--- src/rtl/mem_arbiter.sv ---
// mem_arbiter: two-port arbiter/sequencer in front of a single-port data memory.
//   Port A (core) and port B (APB bridge) each present req/we/addr/wdata and
//   get a combinational gnt. The winner's command is registered onto the memory
//   interface (mem_ce/wren/rden/addr/wr_data). Every accepted read is followed
//   by a 2-stage tag pipe that raises x_rvalid on the issuing port two cycles
//   after the grant, when the memory's registered read data is on mem_rd_data.
// Ports:
//   clk, rst_n                      clock, synchronous active-low reset
//   a_req/a_we/a_addr/a_wdata       port A command in
//   a_gnt, a_rvalid, a_rdata        port A accept / read return
//   b_*                             same for port B
//   mem_ce/wren/rden/addr/wr_data   registered memory command out
//   mem_rd_data                     memory registered read data in
module mem_arbiter #(
  parameter int unsigned AW        = 8,
  parameter int unsigned DW        = 21,
  parameter bit          FIXED_PRI = 1'b0
) (
  input  logic          clk,
  input  logic          rst_n,
  input  logic          a_req,
  input  logic          a_we,
  input  logic [AW-1:0] a_addr,
  input  logic [DW-1:0] a_wdata,
  output logic          a_gnt,
  output logic          a_rvalid,
  output logic [DW-1:0] a_rdata,
  input  logic          b_req,
  input  logic          b_we,
  input  logic [AW-1:0] b_addr,
  input  logic [DW-1:0] b_wdata,
  output logic          b_gnt,
  output logic          b_rvalid,
  output logic [DW-1:0] b_rdata,
  output logic          mem_ce,
  output logic          mem_wren,
  output logic          mem_rden,
  output logic [AW-1:0] mem_addr,
  output logic [DW-1:0] mem_wr_data,
  input  logic [DW-1:0] mem_rd_data
);

  logic          w_a_gnt;
  logic          w_b_gnt;
  logic          w_any_gnt;
  logic          w_win_we;
  logic [AW-1:0] w_win_addr;
  logic [DW-1:0] w_win_wdata;

  logic          r_last_gnt_b;  // 1: B won the most recent grant
  logic          r_mem_ce;
  logic          r_mem_wren;
  logic          r_mem_rden;
  logic [AW-1:0] r_mem_addr;
  logic [DW-1:0] r_mem_wr_data;
  logic          r_tag_vld;     // stage 1: a read was issued last edge
  logic          r_tag_b;       // stage 1: that read belongs to port B
  logic          r_a_rvalid;
  logic          r_b_rvalid;

  // Grant decode; both grants held low during reset.
  always_comb begin
    w_a_gnt = 1'b0;
    w_b_gnt = 1'b0;
    if (rst_n) begin
      if (a_req && b_req) begin
        if (FIXED_PRI || r_last_gnt_b) begin
          w_a_gnt = 1'b1;
        end else begin
          w_b_gnt = 1'b1;
        end
      end else begin
        w_a_gnt = a_req;
        w_b_gnt = b_req;
      end
    end
  end

  assign w_any_gnt   = w_a_gnt | w_b_gnt;
  assign w_win_we    = w_b_gnt ? b_we    : a_we;
  assign w_win_addr  = w_b_gnt ? b_addr  : a_addr;
  assign w_win_wdata = w_b_gnt ? b_wdata : a_wdata;

  always_ff @(posedge clk) begin
    if (!rst_n) begin
      r_last_gnt_b  <= 1'b1;
      r_mem_ce      <= 1'b0;
      r_mem_wren    <= 1'b0;
      r_mem_rden    <= 1'b0;
      r_mem_addr    <= '0;
      r_mem_wr_data <= '0;
      r_tag_vld     <= 1'b0;
      r_tag_b       <= 1'b0;
      r_a_rvalid    <= 1'b0;
      r_b_rvalid    <= 1'b0;
    end else begin
      r_mem_ce   <= w_any_gnt;
      r_mem_wren <= w_any_gnt & w_win_we;
      r_mem_rden <= w_any_gnt & ~w_win_we;
      if (w_any_gnt) begin
        r_last_gnt_b <= w_b_gnt;
        r_mem_addr   <= w_win_addr;
        if (w_win_we) begin
          r_mem_wr_data <= w_win_wdata;
        end
      end
      // Tag pipe advances every cycle so back-to-back reads never collide.
      r_tag_vld  <= w_any_gnt & ~w_win_we;
      r_tag_b    <= w_b_gnt;
      r_a_rvalid <= r_tag_vld & ~r_tag_b;
      r_b_rvalid <= r_tag_vld & r_tag_b;
    end
  end

  assign a_gnt       = w_a_gnt;
  assign b_gnt       = w_b_gnt;
  assign a_rvalid    = r_a_rvalid;
  assign b_rvalid    = r_b_rvalid;
  assign a_rdata     = mem_rd_data;
  assign b_rdata     = mem_rd_data;
  assign mem_ce      = r_mem_ce;
  assign mem_wren    = r_mem_wren;
  assign mem_rden    = r_mem_rden;
  assign mem_addr    = r_mem_addr;
  assign mem_wr_data = r_mem_wr_data;

endmodule
--- config.mk ---
export PLATFORM = sky130hd
export DESIGN_NAME = mem_arbiter
export DESIGN_NICKNAME = d
export VERILOG_FILES = /design/src/rtl/mem_arbiter.sv
export SDC_FILE = /design/constraint.sdc
export NUM_CORES = 1
export LEC_CHECK = 0
export CAP_MARGIN = 25
export CORE_ASPECT_RATIO = 0.7
export CORE_MARGIN = 4
export CORE_UTILIZATION = 31
export CTS_BUF_LIST = sky130_fd_sc_hd__clkbuf_4 sky130_fd_sc_hd__clkbuf_8 sky130_fd_sc_hd__clkbuf_16
export CTS_CLUSTER_SIZE = 24
export DETAILED_ROUTE_END_ITERATION = 10
export MAX_ROUTING_LAYER = met4
export PLACE_DENSITY = 0.81
export SLEW_MARGIN = 20
export SYNTH_ARGS = -nofsm -noshare
export SYNTH_HDL_FRONTEND = slang
export SYNTH_SLANG_ARGS = --single-unit
--- constraint.sdc ---
create_clock -name clk -period 1.4 [get_ports clk]
set_input_delay 0.14 -clock clk [delete_from_list [all_inputs] [get_ports clk]]
set_output_delay 0.14 -clock clk [all_outputs]
set_load 0.02 [all_outputs]
==> impl_metrics.py <==
metrics = {
    "critical_path": {
        "crit_family": "buffers and inverters",
        "worstPathCellList": "clkdlybuf4s50_1",
        "crit_type": "register to output pin",
        "max_stage_delay_ns": 0.61,
        "start_kind": "register",
        "critPathArrivalTime_ns": 1.22,
        "cp_slowest_cell": "clkdlybuf4s50_1",
        "cp_max_fo": 2,
        "worstPathBufferInverterCount": 1,
        "required_ns": 1.26,
        "critPathCaptureType": "output pin",
    },
    "sta": {
        "post-route-period-util_pct": 97.1,
        "layout_min_cycle_time_ns": 1.36,
        "finClkSkew_ns": 0.00449,
        "rsz0062_at_grt": "no",
        "finalMaxSlewViolations": 0,
        "max_freq_mhz": 735,
        "finalSetupTns_ns": 0,
        "slew_headroom_pct": 73.7,
        "setup_viol": 0,
        "tightest_slew_ns": 0.393,
        "hold_viol_final": 0,
    },
    "clocking": {
        "cts_buffers": 5,
        "clock_path_buffers": 2,
        "cts_num_sinks": 36,
        "cts_setup_buffers": 0,
        "cts_tree": "done",
        "ctsRootBufferMaster": "clkbuf_8",
        "htreeDepth": 2,
        "clk_pin_slew_worst_paths_ns": 0.07,
        "hold_buffers": 0,
        "insertion_delay_ns": 0.28,
    },
    "finish": {
        "area.growth.synth_to_final_pct": 54.7,
        "final_util_pct": 51.2,
        "drive_gt1_share_pct": 12.4,
        "antenna_cells": 0,
        "num-nets-final": 326,
    },
    "route": {
        "drtIter0Drc": 22,
        "drt-total-wl_um": 4410,
        "drt-wirelength-per-cell_um": 14.0,
        "via_per_inst": 4.42,
        "first_pass_iters": 3,
        "ant_nets": 0,
        "drc": 0,
        "dr_total_vias": 1388,
    },
    "logic_synthesis": {
        "synth_area_sq_mm": 0.00179,
        "synth_edf_count": 0,
        "ys_ff_latch": 36,
        "syn_avg_cell_area_sq_um": 10.3,
        "syn-num-nets": 260,
        "yosysWarnings": 0,
        "ys_types": 22,
        "synth_seq_area_share_pct": 40.2,
        "async_flop_share_pct": 0,
        "ys.flop_type": "dfxtp_1",
        "synthCells": 175,
    },
    "floorplan": {
        "coreArea_sq_mm": 0.00542,
        "fp-row-count": 22,
        "die_h_um": 71.7,
        "io_pins": 163,
        "start_util_pct": 33.1,
        "die-area_sq_mm": 0.00709,
        "die-width_um": 98.9,
    },
    "global_routing": {
        "antenna_found_initial": 0,
        "grt_first_pass_wirelength_um": 6950,
        "grt_max_degree": 19,
        "overflow": 0,
        "grt_use_total_pct": 12.4,
        "grt_pass1_vias": 1456,
    },
    "power_and_ir_drop": {
        "power.leakage_nw": 1.60,
        "power_density_mw_per_mm2": 915,
        "ir_worst_vdd_uv": 391,
    },
    "run_status": {
        "status": "finished clean",
    },
    "hold_path": {
        "hold_class": "input pin to output pin",
    },
    "placement": {
        "gp_congestion": 0.727,
        "dp_hpwl_um": 3540,
        "portBuffers": 99,
    },
    "job": {
        "maxCapViolCount": 0,
    },
}
## sequential cells by signal, indices dropped and copies added (netlist names)
signal        count
b_rvalid          1
r_last_gnt_b      1
r_tag_vld         1
mem_addr          8
r_tag_b           1
mem_wren          1
a_rvalid          1
mem_ce            1
mem_wr_data      21
## cell families after synthesis
logic type      count (synthesis)  share of synthesized area, %
compound gates                 32                          13.9
buf+inv                        57                          22.9
flops                          36                          40.2
mux                            30                          16.8
simple gates                   20                          6.28
## synth_stat cells (2+ instances only)
cell type / number / share of area, %
dfxtp_1: 36 / 40
buf_6: 3 / 1.9
buf_4: 46 / 19
mux2i_1: 29 / 16
nor2_1: 2 / 0.42
inv_1: 5 / 1.0
nand2_1: 3 / 0.63
clkbuf_1: 2 / 0.42
o2bb2ai_1: 21 / 10
nand3_1: 8 / 2.2
o21ai_0: 9 / 2.5
## metrics by stage
stage	setup slack [ns]	instances	total power, mW	instance area (sq um)	hold slack, ns
6_report	0.0403	314	2.54	2780	0.280
5_1_grt	0.000788	314	2.69	2780	0.280
4_1_cts	0.000744	314	2.60	2710	0.280
3_5_place_dp	-0.289	306	1.84	2620	0.280
3_3_place_gp	-0.258	306	1.83	2620	0.280
2_1_floorplan	0.267	175	1.61	1790	0.273
## placed cells by master (no fill, tap or decap)
cell type,n
nand3_1,8
mux2_2,1
buf_12,4
o21ai_4,1
and2_1,1
clkbuf_2,2
buf_4,8
nand2_1,2
o21ai_0,9
inv_1,5
and3_2,1
nor2_4,1
clkbuf_8,6
clkdlybuf4s50_1,69
dlymetal6s2s_1,25
a32o_2,1
nor2_1,2
nand3_2,1
dfxtp_1,36
dlygate4sd2_1,3
and3_1,1
mux2i_1,29
nand2b_1,1
o2bb2ai_1,21
clkinv_2,2
nand2_2,2
## final cells by class
| cell class | count | area, sq um |
|---|---|---|
| clock buffers | 6 | 82.6 |
| clock inverters | 2 | 10.0 |
| fillers | 511 | 2650 |
| inverters | 5 | 18.8 |
| multi-input cells | 82 | 673 |
| flip-flops and latches | 36 | 721 |
| well taps | 72 | 90.1 |
| repair buffers | 111 | 1180 |
## final timing paths
kind	start	endpoint	slack (ns)	depth (start not counted)
worst max-delay path	mem_addr[6]	mem_addr[6]	0.04	1
worst min-delay path	mem_rd_data[11]	b_rdata[11]	0.28	0
worst max register to register	r_last_gnt_b	mem_wr_data[17]	0.09	6
worst min register to register	r_tag_b	a_rvalid	0.42	1
## where the power goes
| part | switching, mW | total, mW | internal [mW] |
|---|---|---|---|
| sequential | 0.0357 | 1.14 | 1.10 |
| clock | 0.352 | 0.744 | 0.392 |
| combinational | 0.274 | 0.658 | 0.384 |
| total | 0.662 | 2.54 | 1.88 |
## layer usage
metal | up-vias | part of all wire (%) | track usage, %
met1 | 607 | 42 | 14.1
li1 | 702 | - | -
met4 | 0 | 0.45 | 3.03
met3 | 5 | 11 | 6.13
met2 | 74 | 46 | 19.6
met5 | - | 0 | -
## repair_timing
action	4_1_cts	5_1_grt
gates resized for setup	6	30
pin swaps	0	0
setup endpoints to repair	4	45
(Power assumes the default switching activity.)
